## src/rtl/hazard_ctrl.sv

```systemverilog
// Hazard/forwarding controller for the 5-stage RV32I pipeline.
// Latency: forward/stall/flush outputs are combinational from inputs and the shadow scoreboard.
// Backpressure: a pending data-memory access (mem_req_M && !mem_ready_M) freezes F/D/E/M and bubbles W.
//
// Ports:
//   clk, rst                      clock, asynchronous active-high reset
//   Rs1_D, Rs2_D                  Decode-stage source registers (load-use detection)
//   Rs1_E, Rs2_E, Rd_E            Execute-stage sources / destination
//   RegWrite_E, ResultSrc_E0      Execute instruction writes Rd / is a load
//   PCSrc_E                       taken branch or jump resolved in Execute
//   mem_req_M, mem_ready_M        Memory-stage access in progress / completing
//   ForwardA_E, ForwardB_E        SrcA/SrcB select: 00 RD_E, 01 Result_W, 10 ALUResult_M
//   Stall_F/D/E/M                 hold enables for PC and pipeline registers
//   Flush_D/E/W                   clear enables for IF/ID, ID/EX, MEM/WB
//   mem_timeout                   sticky flag: memory wait reached MAX_WAIT cycles
// Optional build macro HAZARD_PERF_CNT_EN adds stall_cycles / flush_events counters.

module hazard_ctrl #(
    parameter int REG_W    = 5,
    parameter int MAX_WAIT = 16
) (
    input  logic             clk,
    input  logic             rst,
    input  logic [REG_W-1:0] Rs1_D,
    input  logic [REG_W-1:0] Rs2_D,
    input  logic [REG_W-1:0] Rs1_E,
    input  logic [REG_W-1:0] Rs2_E,
    input  logic [REG_W-1:0] Rd_E,
    input  logic             RegWrite_E,
    input  logic             ResultSrc_E0,
    input  logic             PCSrc_E,
    input  logic             mem_req_M,
    input  logic             mem_ready_M,
    output logic [1:0]       ForwardA_E,
    output logic [1:0]       ForwardB_E,
    output logic             Stall_F,
    output logic             Stall_D,
    output logic             Stall_E,
    output logic             Stall_M,
    output logic             Flush_D,
    output logic             Flush_E,
    output logic             Flush_W,
    output logic             mem_timeout
`ifdef HAZARD_PERF_CNT_EN
    ,
    output logic [31:0]      stall_cycles,
    output logic [31:0]      flush_events
`endif
);

    typedef enum logic {
        S_RUN  = 1'b0,
        S_WAIT = 1'b1
    } state_t;

    localparam logic [7:0] LP_MAX_WAIT = 8'(MAX_WAIT);

    state_t           r_state;
    state_t           w_state_nxt;
    logic [7:0]       r_wait_cnt;
    logic [7:0]       w_wait_cnt_nxt;
    logic             r_timeout;

    // Shadow scoreboard of destination/write-enable for M and W stages.
    logic [REG_W-1:0] r_rd_m;
    logic             r_rw_m;
    logic [REG_W-1:0] r_rd_w;
    logic             r_rw_w;

    logic             w_mem_stall;
    logic             w_load_use;

    assign w_mem_stall = mem_req_M & ~mem_ready_M;
    assign w_load_use  = ResultSrc_E0 & RegWrite_E & (Rd_E != '0) &
                         ((Rd_E == Rs1_D) | (Rd_E == Rs2_D));

    // Forwarding: M stage wins over W; x0 is never forwarded.
    always_comb begin
        ForwardA_E = 2'b00;
        ForwardB_E = 2'b00;
        if (!rst) begin
            if (r_rw_m && (r_rd_m != '0) && (r_rd_m == Rs1_E))
                ForwardA_E = 2'b10;
            else if (r_rw_w && (r_rd_w != '0) && (r_rd_w == Rs1_E))
                ForwardA_E = 2'b01;

            if (r_rw_m && (r_rd_m != '0) && (r_rd_m == Rs2_E))
                ForwardB_E = 2'b10;
            else if (r_rw_w && (r_rd_w != '0) && (r_rd_w == Rs2_E))
                ForwardB_E = 2'b01;
        end
    end

    // Stall/flush priority: memory wait > taken branch > load-use.
    // A branch held in E by a memory wait keeps PCSrc_E asserted, so its
    // flush lands naturally in the first cycle the wait lifts.
    always_comb begin
        Stall_F = 1'b0;
        Stall_D = 1'b0;
        Stall_E = 1'b0;
        Stall_M = 1'b0;
        Flush_D = 1'b0;
        Flush_E = 1'b0;
        Flush_W = 1'b0;
        if (!rst) begin
            if (w_mem_stall) begin
                Stall_F = 1'b1;
                Stall_D = 1'b1;
                Stall_E = 1'b1;
                Stall_M = 1'b1;
                Flush_W = 1'b1;
            end else if (PCSrc_E) begin
                Flush_D = 1'b1;
                Flush_E = 1'b1;
            end else if (w_load_use) begin
                Stall_F = 1'b1;
                Stall_D = 1'b1;
                Flush_E = 1'b1;
            end
        end
    end

    // Shadow scoreboard. Flush_E only bubbles ID/EX; the instruction already
    // in E still advances into M, so its capture ignores Flush_E.
    always_ff @(posedge clk or posedge rst) begin
        if (rst) begin
            r_rd_m <= '0;
            r_rw_m <= 1'b0;
            r_rd_w <= '0;
            r_rw_w <= 1'b0;
        end else begin
            if (!Stall_M) begin
                r_rd_m <= Rd_E;
                r_rw_m <= RegWrite_E;
            end
            if (Flush_W) begin
                r_rd_w <= '0;
                r_rw_w <= 1'b0;
            end else begin
                r_rd_w <= r_rd_m;
                r_rw_w <= r_rw_m;
            end
        end
    end

    // Memory-wait FSM: wait_cnt counts completed stalled cycles, saturating.
    always_comb begin
        w_state_nxt    = r_state;
        w_wait_cnt_nxt = r_wait_cnt;
        case (r_state)
            S_RUN: begin
                if (w_mem_stall) begin
                    w_state_nxt    = S_WAIT;
                    w_wait_cnt_nxt = 8'd1;
                end
            end
            S_WAIT: begin
                if (w_mem_stall) begin
                    if (r_wait_cnt != 8'hFF)
                        w_wait_cnt_nxt = r_wait_cnt + 8'd1;
                end else begin
                    w_state_nxt    = S_RUN;
                    w_wait_cnt_nxt = 8'd0;
                end
            end
            default: begin
                w_state_nxt    = S_RUN;
                w_wait_cnt_nxt = 8'd0;
            end
        endcase
    end

    always_ff @(posedge clk or posedge rst) begin
        if (rst) begin
            r_state    <= S_RUN;
            r_wait_cnt <= 8'd0;
            r_timeout  <= 1'b0;
        end else begin
            r_state    <= w_state_nxt;
            r_wait_cnt <= w_wait_cnt_nxt;
            // Flag on the edge the count reaches the limit; stays set until reset.
            if ((w_state_nxt == S_WAIT) && (w_wait_cnt_nxt >= LP_MAX_WAIT))
                r_timeout <= 1'b1;
        end
    end

    assign mem_timeout = r_timeout;

`ifdef HAZARD_PERF_CNT_EN
    logic [31:0] r_stall_cycles;
    logic [31:0] r_flush_events;

    always_ff @(posedge clk or posedge rst) begin
        if (rst) begin
            r_stall_cycles <= 32'd0;
            r_flush_events <= 32'd0;
        end else begin
            if (Stall_F)
                r_stall_cycles <= r_stall_cycles + 32'd1;
            if (Flush_E)
                r_flush_events <= r_flush_events + 32'd1;
        end
    end

    assign stall_cycles = r_stall_cycles;
    assign flush_events = r_flush_events;
`endif

endmodule

```

## config.mk

```make
export PLATFORM = sky130hd
export DESIGN_NAME = hazard_ctrl
export DESIGN_NICKNAME = d
export VERILOG_FILES = /design/src/rtl/hazard_ctrl.sv
export SDC_FILE = /design/constraint.sdc
export NUM_CORES = 1
export LEC_CHECK = 0
export ABC_AREA = 1
export CAP_MARGIN = 15
export CORE_ASPECT_RATIO = 0.75
export CORE_MARGIN = 10
export CORE_UTILIZATION = 52
export DETAILED_ROUTE_END_ITERATION = 16
export PLACE_DENSITY = 0.86
export RECOVER_POWER = 100
export SYNTH_ARGS = -nofsm -noshare
export SYNTH_HDL_FRONTEND = slang
export SYNTH_SLANG_ARGS = --single-unit
```

## constraint.sdc

```tcl
create_clock -name clk -period 4.3 [get_ports clk]
set_clock_uncertainty 0.2 [all_clocks]
set_input_delay 0.86 -clock clk [delete_from_list [all_inputs] [get_ports clk]]
set_output_delay 0.86 -clock clk [all_outputs]
set_load 0.01 [all_outputs]
```

---- Word level (Yosys, flattened, before mapping) ----
Index checks and enable logic that the tools add are counted.
storage, ports and cells
  bits in registers ....................... 22
  output and inout port bits .............. 12
cells by class
  equal/unequal tests ..................... 7
  multiplexer cells ....................... 24
  reductions and logical operators ........ 10
  magnitude comparators ................... 1
  bitwise logic cells ..................... 7
  $add $sub $neg .......................... 1
operators by type and width
  cell                                                  number
  == test 5 bit                                         6
  2-to-1 mux 8 bit                                      3
  case mux 8 bit (2 select lines)                       1
  2-to-1 mux 1 bit                                      15
  nonzero test 5 bit                                    3
  adder 8 x 1 -> 8 bit (second input constant)          1
  >= comparator 8 x 5 -> 1 bit (second input constant)  1
  2-to-1 mux 2 bit                                      4
  != test 8 bit (second input constant)                 1
  logical AND 1 bit                                     7
  2-to-1 mux 5 bit                                      1
  bitwise AND 1 bit                                     4
  NOT 1 bit                                             2
  OR 1 bit                                              1

---- Logic depth before layout (Yosys ltp) ----
Gate-level depths: netlist (run 1).
  depth in word-level cells ............... 7
  mapped depth ............................ 12
  mapped depth without buffers ............ 12

---- Worst setup path after synthesis (run 1) ----
No wires, ideal clock.
  path kind ............................... input -> output
  from .................................... in mem_ready_M
  to ...................................... out Stall_F
  arrival ................................. 1.907 ns
  slack ................................... 1.333 ns
  stages on the path ...................... 7
  required time ........................... 3.240 ns
  path through ............................ inv_1 nand2_4 nor2_2 inv_2 buf_2 o21ai_1 buf_4
on the way
  longest elaborated chain between the ends .. 4
ends and longest elaborated chain
  item                            line  text
  from (decl)                     33    input logic mem_ready_M,
  NOT 1 bit                       73    assign w_mem_stall = mem_req_M & ~mem_ready_M;
  bitwise AND 1 bit               73
  2-to-1 mux 1 bit (2 in series)  n/a
  to (decl)                       36    output logic Stall_F,
No other way between the ends.

---- Worst setup path after layout (run 1) ----
  from .................................... in mem_ready_M
  to ...................................... out Stall_F
on the way
  longest elaborated chain between the ends .. 4
ends and longest elaborated chain
  item               line  text
  NOT 1 bit          73
  bitwise AND 1 bit  73
  2-to-1 mux 1 bit   106   if (w_mem_stall) begin
  2-to-1 mux 1 bit   105   if (!rst) begin
No other way between the ends.

==> results.yml, run 1 <==
synthesis:
  synth_top_area_cell: "dfrtp_1"
  synth-seq-cells: 22
  async_reset_ff_share_pct: 100
  synth.yosys.seq_area_share_pct: 34.7
  synth_fp_nets: 255
  syn_avg_cell_area_um2: 7.15
  synth_top_area_share_pct: 34.7
  synth-edff-count: 0
  synth_top_family_by_area: "simple AND/OR/NAND/NOR gates"
  synthSimpleGateAreaFrac_pct: 35.2
  synth-main-ff-cell: "dfrtp_1"
  muxShareOfSynthArea_pct: 0
  syn_inst: 222
  synthXorXnorAreaFrac_pct: 9.94
  yosys-top-cells-area: "dfrtp_1 (35%), nand2_1 (12%), inv_1 (7.6%)"
  yosysMostFrequentCell: "nand2_1"
  syn_area_um2: 1590
  synthAdderAreaFrac_pct: 0.789
  synth_commonest_cells: "nand2_1 (51), inv_1 (32), dfrtp_1 (22), nand3_1 (21), nor2_1 (13)"
  ys.warnings.count: 0
  yosysUniqueCellTypes: 30
  synth_compound_area_share_pct: 8.28
finish:
  nets: 300
  drive_gt1_share_pct: 7.55
  stdcell_area_um2: 2050
  diodes: 0
  fillers: 260
  final_util_pct: 69.9
  fin_cells: 303
  area_growth_pct: 29.3
detailed_routing:
  wl_per_cell_um: 12.8
  drt_pass1_iterations: 4
  num_vias: 1510
  antenna_left: 0
  wl_mm: 3.89
  drt-vias-per-instance: 4.98
  initialDrtViolationCount: 93
  drc: 0
die:
  ioPinCount: 44
  coreArea_um2: 2940
  initial_utilization_pct: 54.0
  rows: 17
  die_h_um: 67.8
  die_x_um: 83.8
  die_area_um2: 5680
sta:
  worstMarginPinSlew_ns: 1.12
  relSlewSlack_pct: 25.5
  finalSetupViolCount: 0
  period_needed_ns: 3.91
  period_share_pct: 90.8
  setup_tns_ns: 0
  drv_slew: 0
  rsz0062_at_grt: "false"
  hold_violations: 0
  fmax_mhz: 256
pwr:
  p_leak_nw: 1.02
  p_int_uw: 338
  clockPowerShare_pct: 25.9
  ir_drop_mv: 0.240
  comb_power_share_pct: 24.8
  p_per_area_nw_per_um2: 228
  swShare_pct: 27.6
  p_seq_share_pct: 49.3
  finalPower_uw: 467
  switching_power_uw: 129
placement:
  place_hpwl_mm: 3.16
  dpl_cell_area_um2: 2040
  post-place-cells: 300
  port_buffers: 43
  gp_congestion: 0.903
cts:
  clkTransAtPathRegs_ns: 0.07
  clock_path_buffers: 2
  cts_tree: "done"
  cts_resized: 0
  post_cts_buffers: 0
  root_buffer: "clkbuf_8"
  worstSkewPairLatency_ns: 0.25
  cts_hold_buf: 0
  ctsHtreeMaxLevel: 1
  clock-sinks: 22
  cts-buffers-inserted: 3
global_routing:
  grt_pass1_vias: 1471
  grt_pass1_wl_mm: 6.46
  grt-ovfl-total: 0
  grt_max_degree: 23
  track_usage_pct: 13.5
  antenna_found_initial: 0
min_path:
  min_path_type: "reg2reg"
  holdPathStages: 2
critical_path:
  crit_cells: 7
  worstSetupEndpointType: "output port"
  critPathMaxStageDelay_ns: 0.57
  cp.required_ns: 3.24
  arrival_ns: 2.85
  crit_type: "in2out"
  critPathBufInv: 4
  reg2reg_depth: 11
  cp_cell_sequence: "dlygate4sd3_1 -> inv_1 -> nand2_1 -> nor2_2 -> inv_2 -> o21ai_1 -> clkdlybuf4s50_1"
  critPathMaxFanout: 15
  critPathTopFamily: "buffers and inverters"
  critPathLaunchType: "primary input"
  cpMaxStageDelayCell: "clkdlybuf4s50_1"
job:
  maxCapViolCount: 0
run_status:
  status: "finished clean"
==> kinds of logic (layout without fill, tap and decap cells) <==
family                     Yosys count  after routing
AOI/OAI and AO/OA                   25             25
buffers and inverters               41             84
xor gates and xnor gates            18             18
and+or+nand+nor                    115            115
DFF                                 22             22
adders and majority gates            1              1
==> worst reg2reg max path, cell delays in order, from the launching register on <==
cell	delay (ns)
dfrtp_1	0.43
ha_1	0.25
nand2_2	0.09
nor2_2	0.04
nand2_2	0.18
nand3_1	0.10
nand3_1	0.13
nand2_1	0.08
inv_1	0.05
nand3_1	0.07
nand2_1	0.07
nand2_1	0.05
==> power groups by stage <==
stage | Clock, mW | Combinational [mW] | Sequential [mW]
floorplan | 0 | 0.0661 | 0.231
global placement | 0 | 0.118 | 0.234
detailed placement | 0 | 0.121 | 0.234
CTS | 0.123 | 0.122 | 0.230
global route | 0.131 | 0.130 | 0.232
finish | 0.121 | 0.116 | 0.231
==> registers in the layout, summed over array words and instances (netlist names) <==
name and count:
r_wait_cnt 8, r_rd_m 5, r_rd_w 5, mem_timeout 1
r_rw_m 1, r_rw_w 1, r_state 1
==> routing by layer <==
| layer | track usage (%) | up-vias | share of wire (%) |
|---|---|---|---|
| met5 | 0 | - | 0 |
| met4 | 3.75 | 0 | 1.2 |
| met3 | 5.69 | 4 | 9.0 |
| met2 | 21.9 | 47 | 45 |
| met1 | 16.4 | 673 | 45 |
| li1 | - | 786 | - |
==> through the flow <==
step                setup slack [ns]  hold slack, ns
finish                         0.394           0.273
CTS                            0.560           0.284
floorplan                       1.33           0.258
global route                   0.228           0.314
detailed placement             0.575           0.256
global placement               0.585           0.258
==> cell usage in the layout (no fill, tap or decap), types with 9 or more instances in the layout <==
cell,n
xor2_1,12
clkdlybuf4s50_1,31
a21oi_1,9
dlygate4sd3_1,12
dfrtp_1,22
inv_1,32
o21ai_0,11
nand3_1,21
nand2_1,54
nor2_1,13
==> worst paths after layout <==
path	to	slack, ns	start
max	Stall_F	0.39	mem_ready_M
min	mem_timeout	0.27	mem_timeout
max reg2reg	mem_timeout	2.46	r_wait_cnt[0]
min reg2reg	mem_timeout	0.27	mem_timeout
max in group asynchronous	r_rd_w[3]	1.67	rst
min in group asynchronous	r_state	1.57	rst
==> layout make-up <==
class	count	area, um2	area share (%)
Clock buffer	3	41.3	2.01
Inverter	36	138	6.71
Multi-Input combinational cell	159	837	40.8
Sequential cell	22	551	26.8
Tap cell	38	47.5	2.32
Timing Repair Buffer	45	438	21.3
No activity file was read; power rests on OpenSTA's default activity.
==> run 2, diff against run 1 <==
Settings changed: SETUP_SLACK_MARGIN from default to 0.5.
==> run 2 against run 1 <==
Hold slack about the same. Global-route usage did not move. Combinational power barely moved. Count of clock-buffer cells in the layout stayed put. Sequential cell count unchanged. Largest power group unchanged. Highest routed layer unchanged.
==> results.yml, run 2 (synthesis gave the netlist of run 1 again) <==
cts:
  cts_tree: "done"
  ctsHtreeMaxLevel: 1
  cts_hold_buf: 0
  clock-sinks: 22
  root_buffer: "clkbuf_8"
  cts_resized: 0
  worstSkewPairLatency_ns: 0.25
  post_cts_buffers: 0
  cts-buffers-inserted: 3
  clock_path_buffers: 2
  clkTransAtPathRegs_ns: 0.07
pwr:
  p_leak_nw: 1.05
  p_int_uw: 337
  ir_drop_mv: 0.238
  p_per_area_nw_per_um2: 228
  clockPowerShare_pct: 25.9
  comb_power_share_pct: 24.6
  p_seq_share_pct: 49.5
  swShare_pct: 27.6
  switching_power_uw: 129
sta:
  fmax_mhz: 263
  setup_tns_ns: 0
  hold_violations: 0
  finalSetupViolCount: 0
  relSlewSlack_pct: 25.5
  period_needed_ns: 3.80
  period_share_pct: 88.4
  setup_ws_ns: 0.499
  rsz0062_at_grt: "false"
  worstMarginPinSlew_ns: 1.12
  drv_slew: 0
run_status:
  status: "finished clean"
finish:
  nets: 300
  top_register: "r_wait_cnt"
  final_common_cell: "nand2_1"
  reg_top3: "r_wait_cnt x8, r_rd_m x5, r_rd_w x5"
  largest_register_ff_count: 8
  final_cell_mix: "nand2_1 (54), inv_1 (32), clkdlybuf4s50_1 (28)"
  stdcell_area_um2: 2050
  fillers: 261
  drive_gt1_share_pct: 7.17
  diodes: 0
  area_growth_pct: 29.1
detailed_routing:
  wl_mm: 3.87
  wl_per_cell_um: 12.8
  num_vias: 1513
  antenna_left: 0
  drt-vias-per-instance: 4.99
  initialDrtViolationCount: 93
  drc: 0
  drt_pass1_iterations: 4
critical_path:
  cpMaxStageDelayCell: "dlygate4sd3_1"
  critPathBufInv: 3
  critPathMaxStageDelay_ns: 0.68
  arrival_ns: 2.74
  cp.required_ns: 3.24
  worstSetupEndpointType: "output port"
  critPathTopFamily: "buffers and inverters"
  crit_type: "in2out"
  critPathLaunchType: "primary input"
  cp_cell_sequence: "dlygate4sd3_1 -> inv_1 -> nand2_1 -> nor2_1 -> dlygate4sd3_1"
  crit_top_cell: "dlygate4sd3_1"
  critPathMaxFanout: 8
global_routing:
  antenna_found_initial: 0
  grt_pass1_vias: 1471
  track_usage_pct: 13.5
  grt_max_degree: 23
  grt_pass1_wl_mm: 6.46
  grt-ovfl-total: 0
placement:
  dpl_cell_area_um2: 2040
  gp_congestion: 0.903
  preCtsSetupSlack_ns: 0.575
  port_buffers: 43
  place_hpwl_mm: 3.16
die:
  die_area_um2: 5680
  die_h_um: 67.8
  rows: 17
  initial_utilization_pct: 54.0
  coreArea_um2: 2940
  die_x_um: 83.8
  ioPinCount: 44
min_path:
  min_path_type: "reg2reg"
job:
  maxCapViolCount: 0
run 2: cell count changes in the layout (fill, tap and decap cells not counted):
cell / change
nor2_2: -1
o21ai_0: +1
clkbuf_1: +1
o21ai_1: -1
nor2_1: +1
dlymetal6s2s_1: +2
clkdlybuf4s50_1: -3
run 2: routing by layer:
layer | global-route usage, % | part of all wire, % | wire [um] | vias to the layer above
li1 | - | - | - | 786
met1 | 16.4 | 44 | 1720 | 672
met4 | 3.75 | 1.2 | 48 | 0
met2 | 21.9 | 45 | 1730 | 51
met5 | 0 | 0 | 0 | -
met3 | 5.69 | 9.6 | 373 | 4
run 2: worst paths after layout:
check                                   start          end  slack, ns  depth (start not counted)
worst max register to register  r_wait_cnt[0]  mem_timeout       2.46                         11
worst min-delay path              mem_timeout  mem_timeout       0.27                          2
worst min register to register    mem_timeout  mem_timeout       0.27                          2
max in group asynchronous                 rst    r_rd_w[3]       1.68                          4
worst max-delay path              mem_ready_M      Stall_M       0.50                          5
min in group asynchronous                 rst      r_state       1.55                          4
run 2: final cells by class:
class | count | area (um2) | area share [%]
clock buffer | 3 | 41.3 | 2.02
inverter | 36 | 138 | 6.72
multi-input combinational | 159 | 835 | 40.7
sequential | 22 | 551 | 26.9
tap | 38 | 47.5 | 2.32
timing repair buffer | 45 | 437 | 21.3
run 2: power groups by stage:
stage / combinational [mW] / clock [mW] / sequential [mW]
2_1_floorplan: 0.0661 / 0 / 0.231
4_1_cts: 0.122 / 0.123 / 0.230
5_1_grt: 0.129 / 0.131 / 0.232
3_5_place_dp: 0.121 / 0 / 0.234
3_3_place_gp: 0.118 / 0 / 0.234
6_report: 0.115 / 0.121 / 0.231
run 2: stage by stage:
step,utilization (%),total power [mW],instances,hold WS (ns)
final,69.8,0.466,303,0.273
after global routing,69.8,0.493,303,0.314
after CTS,70.9,0.475,303,0.284
after detailed placement,69.5,0.355,300,0.256
after global placement,69.5,0.352,300,0.258
after floorplan,-,0.297,222,0.258
run 2: worst reg2reg max path: stages, from the launching register on:
cell	delay [ns]
dfrtp_1	0.42
ha_1	0.25
nand2_2	0.09
nor2_2	0.04
nand2_2	0.18
nand3_1	0.10
nand3_1	0.13
nand2_1	0.08
inv_1	0.05
nand3_1	0.07
nand2_1	0.07
nand2_1	0.05
==> run 3, diff against run 2 <==
Settings changed: CORE_UTILIZATION 52 to 58, DONT_BUFFER_PORTS from default to 1, PLACE_DENSITY 0.86 to 0.74.
==> run 3 against run 2 <==
Sequential share of layout area grew 7.7 points. Non-clock buffer count fell by 44. Worst setup slack better by 0.35 ns. Critical path depth did not move. Combinational power shrank 36%. Core utilization fell by 9.0 points. Total power fell by 7.9%. Sequential power about the same. Clock power increased by 3%. Register-to-register slack got worse by 0.17 ns. Cell count decreased by 15%.
==> results.yml, run 3 (synthesis gave the netlist of run 1 again) <==
finish:
  final_util_pct: 60.7
  area_growth_pct: 0.394
  top_register: "r_wait_cnt"
  largest_register_ff_count: 8
  nets: 256
  final_cell_mix: "nand2_1 (55), inv_1 (32), nand3_1 (22), dfrtp_1 (22), nor2_1 (15)"
  final_common_cell: "nand2_1"
  diodes: 0
  reg_top3: "r_wait_cnt x8, r_rd_m x5, r_rd_w x5"
  drive_gt1_share_pct: 7.24
die:
  die_h_um: 65.3
  die_area_um2: 5250
  initial_utilization_pct: 60.5
  rows: 16
  die_x_um: 80.4
  coreArea_um2: 2620
  ioPinCount: 44
critical_path:
  crit_type: "in2out"
  critPathTopFamily: "simple AND/OR/NAND/NOR gates"
  arrival_ns: 2.39
  critPathMaxStageDelay_ns: 0.74
  cpMaxStageDelayCell: "nor2_1"
  timing.rr.start: "r_wait_cnt[0]"
  critPathBufInv: 2
  rrSetupSlack_ns: 2.29
  cp_cell_sequence: "inv_1 -> nand2_1 -> nor2_1 -> inv_2 -> o21ai_1"
  critPathMaxFanout: 15
  worstSetupEndpointType: "output port"
  critPathLaunchType: "primary input"
  cp.required_ns: 3.24
  timing.rr.end: "mem_timeout"
  reg2reg_depth: 11
cts:
  clock-sinks: 22
  post_cts_buffers: 0
  root_buffer: "clkbuf_8"
  cts-buffers-inserted: 3
  cts_hold_buf: 0
  worstSkewPairLatency_ns: 0.26
  clkTransAtPathRegs_ns: 0.08
  clock_path_buffers: 2
  cts_resized: 0
  cts_tree: "done"
  ctsHtreeMaxLevel: 1
pwr:
  p_per_area_nw_per_um2: 269
  p_leak_nw: 0.814
  ir_drop_mv: 0.122
sta:
  period_share_pct: 80.3
  setup_ws_ns: 0.849
  holdWs_ns: 0.290
  rsz0062_at_grt: "false"
  hold_violations: 0
  relSlewSlack_pct: 20.4
  finalSetupViolCount: 0
  setup_tns_ns: 0
  worstMarginPinSlew_ns: 1.19
  fmax_mhz: 290
  period_needed_ns: 3.45
  drv_slew: 0
detailed_routing:
  wl_per_cell_um: 13.5
  initialDrtViolationCount: 83
  drt-vias-per-instance: 5.32
  drt_pass1_iterations: 4
  wl_mm: 3.48
  antenna_left: 0
  num_vias: 1367
  drc: 0
min_path:
  worstHoldStart: "r_rd_m[0]"
  min_path_type: "reg2reg"
  hold-path-endpoint: "r_rd_w[0]"
  holdPathStages: 2
global_routing:
  track_usage_pct: 13.7
  grt_max_degree: 25
  grt_pass1_wl_mm: 5.95
  grt_pass1_vias: 1366
  antenna_found_initial: 0
  grt-ovfl-total: 0
placement:
  place_hpwl_mm: 2.89
  gp_congestion: 0.867
  preCtsSetupSlack_ns: 1.17
  port_buffers: 0
run_status:
  status: "finished clean"
job:
  maxCapViolCount: 0
## run 3: cell types whose count changed in the layout (fill, tap and decap cells not counted), sizes merged
| cell | delta |
|---|---|
| clkdlybuf4s50 | -28 |
| dlygate4sd3 | -12 |
| clkbuf | -2 |
| dlymetal6s2s | -2 |
| clkinvlp | +1 |
| inv | -1 |
## run 3: routing by layer
| layer | vias up | routed length [um] | GRT usage (%) |
|---|---|---|---|
| met5 | - | 0 | 0 |
| met4 | 0 | 30 | 3.29 |
| met3 | 6 | 369 | 6.25 |
| met2 | 39 | 1430 | 20.2 |
| met1 | 621 | 1640 | 17.6 |
| li1 | 701 | - | - |
## run 3: worst reg2reg max path, stage by stage (launching register included)
cell	delay [ns]
dfrtp_1	0.44
ha_1	0.26
nand2_1	0.11
nor2_2	0.04
nand2_1	0.29
nand3_1	0.13
nand3_1	0.14
nand2_1	0.07
inv_1	0.05
nand3_1	0.06
nand2_1	0.06
nand2_1	0.05
## run 3: worst max path at each step
stage,start,end,cells after the start
floorplan,mem_ready_M,Stall_F,7
global placement,mem_ready_M,Stall_F,5
detailed placement,mem_ready_M,Stall_D,5
CTS,mem_ready_M,Stall_D,5
global route,mem_ready_M,Stall_F,5
finish,mem_ready_M,Stall_D,5
## run 3: cell type report
| class | instances | area, um2 |
|---|---|---|
| multi-input combinational | 159 | 816 |
| tap | 36 | 45.0 |
| fill | 238 | 1030 |
| timing repair buffer | 1 | 3.75 |
| sequential | 22 | 551 |
| inverter | 36 | 136 |
| clock buffer | 3 | 41.3 |
## run 3: per-stage QoR
step	power, mW	std cells	instance area [um2]
after floorplan	0.297	222	1590
after global placement	0.309	254	1600
after detailed placement	0.312	254	1600
after CTS	0.435	257	1640
after global routing	0.457	257	1590
final	0.429	257	1590
## run 3: where the power goes
group | leakage [nW] | internal (mW) | switching, mW | total [mW]
clock network | 0.0216 | 0.0625 | 0.0622 | 0.125
registers | 0.275 | 0.219 | 0.0126 | 0.231
logic | 0.518 | 0.0288 | 0.0443 | 0.0731
total | 0.814 | 0.310 | 0.119 | 0.429
